File: config.mk
export PLATFORM = sky130hd
export DESIGN_NAME = shift_arbiter
export DESIGN_NICKNAME = d
export VERILOG_FILES = /design/src/rtl/shift_pkg.sv /design/src/rtl/shift_step.sv /design/src/rtl/shift_arbiter.sv
export SDC_FILE = /design/constraint.sdc
export NUM_CORES = 1
export LEC_CHECK = 0
export ABC_CLOCK_PERIOD_IN_PS = 2400
export BUFFER_PORTS_ARGS = -buffer_cell sky130_fd_sc_hd__clkbuf_2
export CORE_MARGIN = 2
export CORE_UTILIZATION = 49
export DETAILED_ROUTE_END_ITERATION = 10
export PLACE_DENSITY_LB_ADDON = 0.12
export SKIP_CTS_REPAIR_TIMING = 1
export SLEW_MARGIN = 20
export SYNTH_ARGS = -nofsm -noshare
export SYNTH_HDL_FRONTEND = slang
export SYNTH_SLANG_ARGS = --single-unit
File: constraint.sdc
create_clock -name clk -period 2.4 [get_ports clk]
set_input_delay 0.24 -clock clk [delete_from_list [all_inputs] [get_ports clk]]
set_output_delay 0.24 -clock clk [all_outputs]
set_load 0.02 [all_outputs]
File: src/rtl/shift_pkg.sv
// Shared definitions for the iterative shift engine: op encodings, FSM states, default sizes.
// No logic; constants and types only.
// Imported by shift_step and shift_arbiter.
package shift_pkg;

    localparam int DEF_WIDTH   = 16;
    localparam int DEF_SHAMT_W = 4;

    typedef enum logic [1:0] {
        OP_SLL = 2'b00,
        OP_SRL = 2'b01,
        OP_SRA = 2'b10,
        OP_ROR = 2'b11
    } op_e;

    typedef enum logic [1:0] {
        ST_IDLE  = 2'b00,
        ST_SHIFT = 2'b01,
        ST_DONE  = 2'b10
    } state_e;

endpackage

File: src/rtl/shift_step.sv
// One-bit shift of the accumulator by op (the engine's only datapath element).
// Latency: combinational. Backpressure: none, pure function of inputs.
// Macro SHIFT_ARB_ROR_EN: when defined, op 11 rotates right; otherwise op 11 passes acc through.
module shift_step
    import shift_pkg::*;
#(
    parameter int WIDTH = DEF_WIDTH
) (
    input  op_e              op,
    input  logic [WIDTH-1:0] acc_in,
    output logic [WIDTH-1:0] acc_out
);

    // Select the single-bit step for the latched op.
    always_comb begin
        acc_out = acc_in;
        case (op)
            OP_SLL:  acc_out = {acc_in[WIDTH-2:0], 1'b0};
            OP_SRL:  acc_out = {1'b0, acc_in[WIDTH-1:1]};
            OP_SRA:  acc_out = {acc_in[WIDTH-1], acc_in[WIDTH-1:1]};
`ifdef SHIFT_ARB_ROR_EN
            OP_ROR:  acc_out = {acc_in[0], acc_in[WIDTH-1:1]};
`endif
            default: acc_out = acc_in;
        endcase
    end

endmodule

File: src/rtl/shift_arbiter.sv
// Round-robin arbitrated iterative shifter: two requesters share one 1-bit/cycle shift engine.
// Latency: response valid shamt+1 cycles after the accept cycle (1 cycle for shamt 0 or illegal op).
// Backpressure: result held in DONE until rsp_ready; no request is accepted until the cycle after that.
// Macro SHIFT_ARB_ROR_EN: enables op 11 (rotate right); without it op 11 returns the operand with rsp_err.
module shift_arbiter
    import shift_pkg::*;
#(
    parameter int WIDTH   = DEF_WIDTH,
    parameter int SHAMT_W = DEF_SHAMT_W
) (
    input  logic               clk,
    input  logic               rst_n,
    input  logic               req0_valid,
    output logic               req0_ready,
    input  logic [1:0]         req0_op,
    input  logic [WIDTH-1:0]   req0_data,
    input  logic [SHAMT_W-1:0] req0_shamt,
    input  logic               req1_valid,
    output logic               req1_ready,
    input  logic [1:0]         req1_op,
    input  logic [WIDTH-1:0]   req1_data,
    input  logic [SHAMT_W-1:0] req1_shamt,
    output logic               rsp_valid,
    input  logic               rsp_ready,
    output logic               rsp_id,
    output logic [WIDTH-1:0]   rsp_data,
    output logic               rsp_err
);

    state_e             state_q, state_d;
    logic [WIDTH-1:0]   acc_q, acc_d;
    logic [SHAMT_W-1:0] cnt_q, cnt_d;
    op_e                op_q, op_d;
    logic               id_q, id_d;
    logic               err_q, err_d;
    logic               last_q, last_d;

    logic               grant0, grant1;
    op_e                sel_op;
    logic [WIDTH-1:0]   sel_data;
    logic [SHAMT_W-1:0] sel_shamt;
    logic               sel_illegal;
    logic [WIDTH-1:0]   step_out;

    // Round-robin grant: a lone requester wins; on a tie the one not served last wins.
    // Held off while reset is asserted so no handshake can slip through during reset.
    always_comb begin
        grant0 = 1'b0;
        grant1 = 1'b0;
        if (rst_n && state_q == ST_IDLE) begin
            grant0 = req0_valid && (!req1_valid || last_q);
            grant1 = req1_valid && (!req0_valid || !last_q);
        end
    end

    assign req0_ready = grant0;
    assign req1_ready = grant1;

    // Payload of the granted requester and its legality.
    always_comb begin
        sel_op    = op_e'(grant1 ? req1_op : req0_op);
        sel_data  = grant1 ? req1_data  : req0_data;
        sel_shamt = grant1 ? req1_shamt : req0_shamt;
`ifdef SHIFT_ARB_ROR_EN
        sel_illegal = 1'b0;
`else
        sel_illegal = (sel_op == OP_ROR);
`endif
    end

    shift_step #(.WIDTH(WIDTH)) u_step (
        .op      (op_q),
        .acc_in  (acc_q),
        .acc_out (step_out)
    );

    // FSM next-state and datapath update: accept in IDLE, step in SHIFT, hold in DONE.
    always_comb begin
        state_d = state_q;
        acc_d   = acc_q;
        cnt_d   = cnt_q;
        op_d    = op_q;
        id_d    = id_q;
        err_d   = err_q;
        last_d  = last_q;
        case (state_q)
            ST_IDLE: begin
                if (grant0 || grant1) begin
                    acc_d  = sel_data;
                    cnt_d  = sel_shamt;
                    op_d   = sel_op;
                    id_d   = grant1;
                    last_d = grant1;
                    err_d  = sel_illegal;
                    // Illegal ops skip shifting so the operand comes back untouched.
                    if (sel_illegal || sel_shamt == '0) begin
                        state_d = ST_DONE;
                    end else begin
                        state_d = ST_SHIFT;
                    end
                end
            end
            ST_SHIFT: begin
                acc_d = step_out;
                cnt_d = cnt_q - 1'b1;
                if (cnt_q == SHAMT_W'(1)) begin
                    state_d = ST_DONE;
                end
            end
            ST_DONE: begin
                if (rsp_ready) begin
                    state_d = ST_IDLE;
                end
            end
            default: state_d = ST_IDLE;
        endcase
    end

    // State and datapath registers; reset discards any in-flight request.
    always_ff @(posedge clk or negedge rst_n) begin
        if (!rst_n) begin
            state_q <= ST_IDLE;
            acc_q   <= '0;
            cnt_q   <= '0;
            op_q    <= OP_SLL;
            id_q    <= 1'b0;
            err_q   <= 1'b0;
            last_q  <= 1'b1;
        end else begin
            state_q <= state_d;
            acc_q   <= acc_d;
            cnt_q   <= cnt_d;
            op_q    <= op_d;
            id_q    <= id_d;
            err_q   <= err_d;
            last_q  <= last_d;
        end
    end

    assign rsp_valid = (state_q == ST_DONE);
    assign rsp_data  = acc_q;
    assign rsp_id    = id_q;
    assign rsp_err   = err_q;

endmodule

==> results.cfg, run 1 <==
[status]
outcome = finished clean

[pwr]
power.sequential.fraction_pct = 33.6
total_power_mw = 2.76
share_clk_of_total_power_pct = 9.2
combPwrFrac_pct = 57.2
vdd_drop_max_v = 0.000511
p_switching_mw = 1.29
powerDensity_nw_per_um2 = 1220
sw_ratio_pct = 46.7
power_leakage_nw = 1.07
cell_internal_pwr_mw = 1.47

[floorplan]
placeableCoreArea_um2 = 3610
design.portCount = 70
num_rows = 22
floorplan.initialDensity_pct = 50.3
dieHeight_um = 64.9
die_width_um = 64.9
die_area_um2 = 4210

[timing]
finalCritPeriodShare_pct = 95.2
tns_ns = 0
timing_max_transition_violations_final = 0
worst-slew-pin-transition_ns = 0.589
timing.fmax_mhz = 438
fin_worst_hold_slack_ns = 0.224
clock-skew-final_ns = 0.00567
finalWorstPathRequiredPeriod_ns = 2.29
number_of_endpoints_failing_setup_at_the_final_stage = 0
slew_headroom_pct = 60.3
grt_setup_unrepaired = no
hold_viol = 0

[placed_design]
port_buffers = 69
dp_hpwl_mm = 3.36
dp_cells = 311
routabilityCongestion = 0.836

[global_route]
first_global_vias = 1675
grt.total_usage_pct = 22.2
global_route_wire_length_before_repair_mm = 7.39
grt_antenna_before_repair = 0
grt-ovfl-total = 0
grt_max_degree = 25

[drt]
first_pass_iters = 4
routed_via_density = 5.69
ant_nets = 0
postRouteWirelength_mm = 4.40
post-route-drc-count = 0
detail_route.iter0.violations = 164
wl_per_cell_um = 13.9
num_vias = 1799

[worst_setup_path]
timing.setup.critical_path_class = primary input to register
timing.critical_path.fanout_max = 17
worstSetupStartpointType = primary input
cp.required_ns = 2.56
worst-endpoint-arrival_ns = 2.45
critical_path_end_type = register
biggest_cell_delay_along_the_critical_path_ns = 0.53
path_cells = dlygate4sd3_1 > clkbuf_2 > or3b_4 > or2_1 > clkinv_4 > mux2_1 > o31a_1
critPathSlowestCell = sky130_fd_sc_hd__dlygate4sd3_1

[yosys]
synth_area_leaders = sky130_fd_sc_hd__dfrtp_1, sky130_fd_sc_hd__a41oi_2, sky130_fd_sc_hd__a22oi_1, sky130_fd_sc_hd__nand2_1, sky130_fd_sc_hd__mux2i_1
number_of_enable_flip_flop_cells_after_synthesis = 0
syn_inst_count = 199
postSynthRegisterBits = 27
main_synth_ff_type = sky130_fd_sc_hd__dfrtp_1
synthesis.area_um2 = 1810
seq_area_frac_synth_pct = 37.3
synth.top_cell.area_share_pct = 35.9
synth.lib_cells_used.distinct = 44
synth-async-reset-ratio_pct = 100
synth.net_count = 253
yosys.area.top_type = sky130_fd_sc_hd__dfrtp_1
syn-mean-instance-area_um2 = 9.12
yosysWarnings = 0

[final_layout]
areaGrowthSynthToFinish_pct = 24.6
mostFrequentLayoutCell = sky130_fd_sc_hd__clkbuf_2
layout_common_cells = sky130_fd_sc_hd__clkbuf_2, sky130_fd_sc_hd__nand2_1, sky130_fd_sc_hd__dfrtp_1
antenna_cells_inserted = 0
drive_gt1_share_pct = 36.2
layoutNonFillerInstCount = 316
num-fill-cells = 343
layout.nets = 323

[cts]
cts_buffers = 3
max-clock-path-buffers = 2
clk_latency_ns = 0.27
clk_pin_slew_ns = 0.09
cts_sinks = 27
ctsHtreeMaxLevel = 1
cts.root.buffer_cell = sky130_fd_sc_hd__clkbuf_8
cts_tree = yes

[job]
drv.max_cap_violation_count = 0

[min_path]
holdCritPathClass = primary input to register
-- final timing paths --
check | from | to | slack, ns | depth (start not counted)
worst max-delay path | rst_n | cnt_q[0] | 0.11 | 7
worst min-delay path | req1_data[9] | rsp_data[9] | 0.22 | 3
worst max register to register | state_q[0] | cnt_q[0] | 0.36 | 5
worst min register to register | last_q | last_q | 0.47 | 2
max in group asynchronous | rst_n | op_q[1] | 1.50 | 3
min in group asynchronous | rst_n | cnt_q[3] | 0.35 | 2
-- metal layers --
| layer | up-vias | routed length (um) | track usage [%] |
|---|---|---|---|
| met1 | 869 | 1960 | 27.9 |
| li1 | 871 | - | - |
| met5 | - | 0 | 0 |
| met4 | 0 | 22 | 3.99 |
| met2 | 57 | 2190 | 40.7 |
| met3 | 2 | 225 | 2.78 |
-- per-stage QoR --
| step | utilization (%) | setup slack [ns] | instance area [um2] |
|---|---|---|---|
| final | 62.7 | 0.115 | 2260 |
| after detailed placement | 61.2 | 0.363 | 2210 |
| after global placement | 61.2 | 0.399 | 2210 |
| after floorplan | - | 0.441 | 1810 |
| after CTS | 62.4 | 0.358 | 2250 |
| after global routing | 62.7 | 0.0394 | 2260 |
-- critical path, delay by kind of cell --
kind / cells / cell delay [ns]
AO/OA/AOI/OAI: 1 / 0.27
buffers and inverters: 3 / 0.90
multiplexers: 1 / 0.34
AND/OR/NAND/NOR: 2 / 0.70
-- synthesized netlist by cell type, drive strengths merged (2+ instances only) --
master  count
ha          5
a211oi      2
a21o        2
mux2        2
nand2      27
mux2i       9
a21oi       3
nand3b      2
nor2       22
or2         2
clkbuf      3
o21ai      10
nand3      15
inv         7
nor4        2
a22oi      14
dfrtp      26
nor3        3
o211ai      2
a41oi      14
buf        11
-- cells by family (layout without fill, tap and decap cells) --
kind of cell,Yosys count,count (layout),share of synthesized area (%)
fa+ha+maj,5,5,3.45
compound gates,54,54,25.7
flops,27,27,37.3
simple gates,80,80,20.3
buf+inv,22,91,7.10
mux,11,11,6.21
-- flip-flops by register name, indices dropped and copies added, names as in the netlist --
| register | flops |
|---|---|
| last_q | 1 |
| op_q | 2 |
| cnt_q | 4 |
| rsp_id | 1 |
| rsp_err | 1 |
| state_q | 2 |
| rsp_data | 16 |
-- power groups by stage --
stage,Sequential (mW),Combinational [mW],Clock [mW]
after floorplan,1.06,0.990,0
after global placement,0.928,1.58,0
after detailed placement,0.932,1.59,0
after CTS,0.925,1.59,0.266
after global routing,0.960,1.76,0.279
final,0.928,1.58,0.254
-- area by class of cell --
cell class                      count  area, um2  area share (%)
Timing Repair Buffer               79        423            18.7
Sequential cell                    27        677            29.9
Clock buffer                        4       45.0            1.99
Tap cell                           48       60.1            2.66
Inverter                            8       35.0            1.55
Multi-Input combinational cell    150       1020            45.2
No activity file was read; power rests on OpenSTA's default activity.
==> inputs of run 2 (changes only) <==
==> constraint.sdc (replaced) <==
create_clock -name clk -period 2.4 [get_ports clk]
set_input_delay 0.12 -clock clk [delete_from_list [all_inputs] [get_ports clk]]
set_output_delay 0.12 -clock clk [all_outputs]
set_load 0.02 [all_outputs]
==> run 2 against run 1 <==
Global-route usage grew 1.1 points. Routed wire length grew 2.7%. Combinational power is essentially flat. Sequential cell count is the same. Final cell count shrank 0.32%. Largest power group unchanged. Clock skew grew 0.0017 ns. Count of clock-buffer cells in the layout shrank 1. Highest routed layer unchanged. Register-to-register slack lost 0.02 ns. Total power grew 0.27%. Fmax grew 10%. Sequential share of layout area grew 0.083 points. Critical path depth is the same.
==> results.cfg, run 2 (synthesis results as in run 1) <==
[final_layout]
layout.nets = 322
areaGrowthSynthToFinish_pct = 24.3
largest_register_ffs = 16
mostFrequentLayoutCell = sky130_fd_sc_hd__clkbuf_2
layout_common_cells = sky130_fd_sc_hd__clkbuf_2, sky130_fd_sc_hd__nand2_1, sky130_fd_sc_hd__dfrtp_1
drive_gt1_share_pct = 36.3
antenna_cells_inserted = 0
layoutNonFillerInstCount = 315

[timing]
grt_setup_unrepaired = no
finalCritPeriodShare_pct = 86.5
number_of_endpoints_failing_setup_at_the_final_stage = 0
worst-slew-pin-transition_ns = 0.676
clock-skew-final_ns = 0.00739
timing.fmax_mhz = 482
tns_ns = 0
timing_max_transition_violations_final = 0
finalWorstPathRequiredPeriod_ns = 2.08
postLayoutSetupSlackWorst_ns = 0.325
hold_viol = 0
slew_headroom_pct = 54.3

[global_route]
grt.total_usage_pct = 23.3
grt_max_degree = 28
most_used_layer_global_route = met2
grt-ovfl-total = 0
grt.met3_usage_pct = 2.43
first_global_vias = 1706
global_route_wire_length_before_repair_mm = 7.67
global_route.usage.met2_pct = 42.8
grt_antenna_before_repair = 0
grt_use_met1_pct = 28.7

[drt]
detail_route.iter0.violations = 119
num_vias = 1726
post-route-drc-count = 0
routed_via_density = 5.48
postRouteWirelength_mm = 4.52
wl_per_cell_um = 14.3
first_pass_iters = 4
ant_nets = 0

[worst_setup_path]
worstSetupStartpointType = primary input
critPathSlowestCell = sky130_fd_sc_hd__dlygate4sd3_1
timing.critical_path.from = rst_n
path_cells = dlygate4sd3_1 > clkbuf_2 > or3b_4 > or2_1 > clkinv_4 > mux2_1 > o31a_1
rr_startpoint = state_q[0]
cp.required_ns = 2.56
critical_path_end_type = register
timing.critical_path.fanout_max = 17
worst-r2r-cell-count = 5
crit_end = cnt_q[0]
reg2reg_slack_ns = 0.34
biggest_cell_delay_along_the_critical_path_ns = 0.53
worst-endpoint-arrival_ns = 2.24
rr_endpoint = cnt_q[0]
timing.setup.critical_path_class = primary input to register

[floorplan]
die_width_um = 64.9
die_area_um2 = 4210
floorplan.initialDensity_pct = 50.3
dieHeight_um = 64.9
placeableCoreArea_um2 = 3610
design.portCount = 70
num_rows = 22

[cts]
max-clock-path-buffers = 2
ctsHtreeMaxLevel = 1
clk_pin_slew_ns = 0.09
cts_buffers = 3
clk_latency_ns = 0.28
cts_tree = yes
cts.root.buffer_cell = sky130_fd_sc_hd__clkbuf_8
cts_sinks = 27

[placed_design]
port_buffers = 69
dp_hpwl_mm = 3.34
routabilityCongestion = 0.827
dp_cells = 310
setup_slack_after_placement_ns = 0.359

[job]
drv.max_cap_violation_count = 0

[pwr]
vdd_drop_max_v = 0.000519
powerDensity_nw_per_um2 = 1230
power_leakage_nw = 1.06

[min_path]
holdCritPathClass = primary input to register

[status]
outcome = finished clean
==> run 2: worst min path at each step <==
stage / endpoint / slack, ns / cells past startpoint / startpoint
floorplan: cnt_q[0] / -0.18 / 0 / rst_n
global placement: state_q[1] / 0.24 / 2 / rst_n
detailed placement: rsp_data[4] / 0.24 / 2 / rst_n
CTS: rsp_data[1] / -0.07 / 2 / rst_n
global route: rsp_data[0] / 0.11 / 3 / req1_data[0]
finish: rsp_data[12] / 0.10 / 3 / req1_data[12]
==> run 2: final cells by class <==
type                    count  area, um2
fillers                   345       1350
multi-input cells         150       1020
flip-flops and latches     27        677
repair buffers             78        415
well taps                  48       60.1
clock buffers               3       41.3
inverters                   8       35.0
clock inverters             1       5.00
==> run 2: critical path, delay by kind of cell <==
family | cells | cell delay [ns]
buffers and inverters | 3 | 0.83
and+or+nand+nor | 2 | 0.67
muxes | 1 | 0.33
AOI/OAI and AO/OA | 1 | 0.28
==> run 2: where the power goes <==
part	internal [mW]	total, mW	switching, mW
combinational	0.656	1.59	0.929
clock	0.116	0.264	0.147
sequential	0.690	0.921	0.231
==> run 2: per-layer routing <==
layer  wire (um)  vias up
li1            -      866
met1        2040      808
met2        2240       48
met3         201        4
met4          34        0
met5           0        -
==> run 2: metrics by stage <==
stage	util [%]	total power, mW	area [um2]	hold WS, ns
after floorplan	-	2.05	1810	-0.176
after global placement	61.0	2.49	2200	0.244
after detailed placement	61.0	2.52	2200	0.236
after CTS	62.2	2.79	2240	-0.0717
after global routing	62.5	3.01	2250	0.108
final	62.5	2.77	2250	0.101
==> inputs of run 3 (changes only) <==
Settings changed: CAP_MARGIN set to 20, PLACE_DENSITY set to 0.77, PLACE_DENSITY_LB_ADDON 0.12 to unset.
==> run 3 against run 2 <==
Core utilization is 0.21 points higher. Largest cell class unchanged. Sequential cell count stayed put. Worst setup slack better by 0.030 ns. Critical endpoint unchanged. Highest routed layer unchanged. Count of clock-buffer cells in the layout stayed put.
==> results.cfg, run 3 (synthesis results as in run 1) <==
[cts]
cts_sinks = 27
cts.root.buffer_cell = sky130_fd_sc_hd__clkbuf_8
clk_pin_slew_ns = 0.10
cts_buffers = 3
max-clock-path-buffers = 2
clk_latency_ns = 0.27
ctsHtreeMaxLevel = 1
cts_tree = yes

[min_path]
holdCritPathClass = primary input to register
number_of_cells_on_the_worst_hold_path = 3

[drt]
num_vias = 1768
first_pass_iters = 4
ant_nets = 0
detail_route.iter0.violations = 131
wl_per_cell_um = 14.5
postRouteWirelength_mm = 4.59
post-route-drc-count = 0
routed_via_density = 5.59

[worst_setup_path]
worst-r2r-cell-count = 5
worst-endpoint-arrival_ns = 2.21
biggest_cell_delay_along_the_critical_path_ns = 0.46
worstSetupStartpointType = register
cp.required_ns = 2.57
timing.setup.critical_path_class = register to register
path_cells = or3b_4 > or2_1 > clkinv_4 > mux2_1 > o31a_1
critical_path_end_type = register
timing.critical_path.fanout_max = 17
critPathSlowestCell = sky130_fd_sc_hd__dfrtp_1

[final_layout]
layout_common_cells = sky130_fd_sc_hd__clkbuf_2, sky130_fd_sc_hd__nand2_1, sky130_fd_sc_hd__dfrtp_1
layout.nets = 323
final_util_pct = 62.7
mostFrequentLayoutCell = sky130_fd_sc_hd__clkbuf_2
areaGrowthSynthToFinish_pct = 24.7
antenna_cells_inserted = 0
drive_gt1_share_pct = 36.6
largest_register_ffs = 16

[timing]
fin_worst_hold_slack_ns = 0.0995
finalWorstPathRequiredPeriod_ns = 2.05
timing_max_transition_violations_final = 0
hold_viol = 0
worst-slew-pin-transition_ns = 0.645
clock-skew-final_ns = 0.00350
slew_headroom_pct = 56.6
timing.fmax_mhz = 489
finalCritPeriodShare_pct = 85.2
postLayoutSetupSlackWorst_ns = 0.355
grt_setup_unrepaired = no
number_of_endpoints_failing_setup_at_the_final_stage = 0
tns_ns = 0

[floorplan]
die_width_um = 64.9
dieHeight_um = 64.9
die_area_um2 = 4210
num_rows = 22
design.portCount = 70
floorplan.initialDensity_pct = 50.3
placeableCoreArea_um2 = 3610

[pwr]
p_switching_mw = 1.32
powerDensity_nw_per_um2 = 1230
sw_ratio_pct = 47.4
power_leakage_nw = 1.07
power.sequential.fraction_pct = 33.3
cell_internal_pwr_mw = 1.46
share_clk_of_total_power_pct = 9.6
combPwrFrac_pct = 57.1
vdd_drop_max_v = 0.000644

[placed_design]
setup_slack_after_placement_ns = 0.369
routabilityCongestion = 0.892
port_buffers = 69
dp_hpwl_mm = 3.47

[global_route]
grt_antenna_before_repair = 0
grt.total_usage_pct = 22.7
global_route_wire_length_before_repair_mm = 7.65
grt_max_degree = 29
first_global_vias = 1725
grt-ovfl-total = 0

[status]
outcome = finished clean

[job]
drv.max_cap_violation_count = 0
run 3: worst paths after layout:
check / slack (ns) / to / startpoint
worst max-delay path: 0.35 / cnt_q[0] / state_q[0]
min in group asynchronous: 0.34 / state_q[1] / rst_n
worst min-delay path: 0.1 / rsp_data[11] / req1_data[11]
worst max register to register: 0.35 / cnt_q[0] / state_q[0]
max in group asynchronous: 1.77 / last_q / rst_n
worst min register to register: 0.47 / last_q / last_q
run 3: final cells by class:
type / instances / area, um2
Fill cell: 348 / 1340
Inverter: 8 / 35.0
Timing Repair Buffer: 79 / 423
Clock buffer: 3 / 41.3
Multi-Input combinational cell: 150 / 1020
Sequential cell: 27 / 677
Tap cell: 48 / 60.1
Clock inverter: 1 / 5.00
run 3: per-layer routing:
layer,track usage [%],up-vias,wire (um)
li1,-,871,-
met1,29.4,844,2040
met2,41.5,49,2360
met3,1.56,4,157
met4,4.79,0,33
met5,0,-,0
run 3: power groups by stage:
stage	Combinational [mW]	Clock, mW	Sequential [mW]
after floorplan	0.990	0	1.06
after global placement	1.55	0	0.922
after detailed placement	1.59	0	0.929
after CTS	1.59	0.269	0.921
after global routing	1.75	0.289	0.955
final	1.59	0.266	0.926
run 3: worst max-delay path, delay by kind of cell, from the launching register on:
kind	cells	cell delay [ns]
simple gates	2	0.71
mux	1	0.34
buf+inv	1	0.15
compound gates	1	0.28
flops	1	0.46
run 3: stage by stage:
| step | std cells | instance area (um2) | power (mW) |
|---|---|---|---|
| after floorplan | 199 | 1810 | 2.05 |
| after global placement | 311 | 2210 | 2.47 |
| after detailed placement | 311 | 2210 | 2.52 |
| after CTS | 315 | 2250 | 2.78 |
| after global routing | 316 | 2260 | 3.00 |
| final | 316 | 2260 | 2.78 |
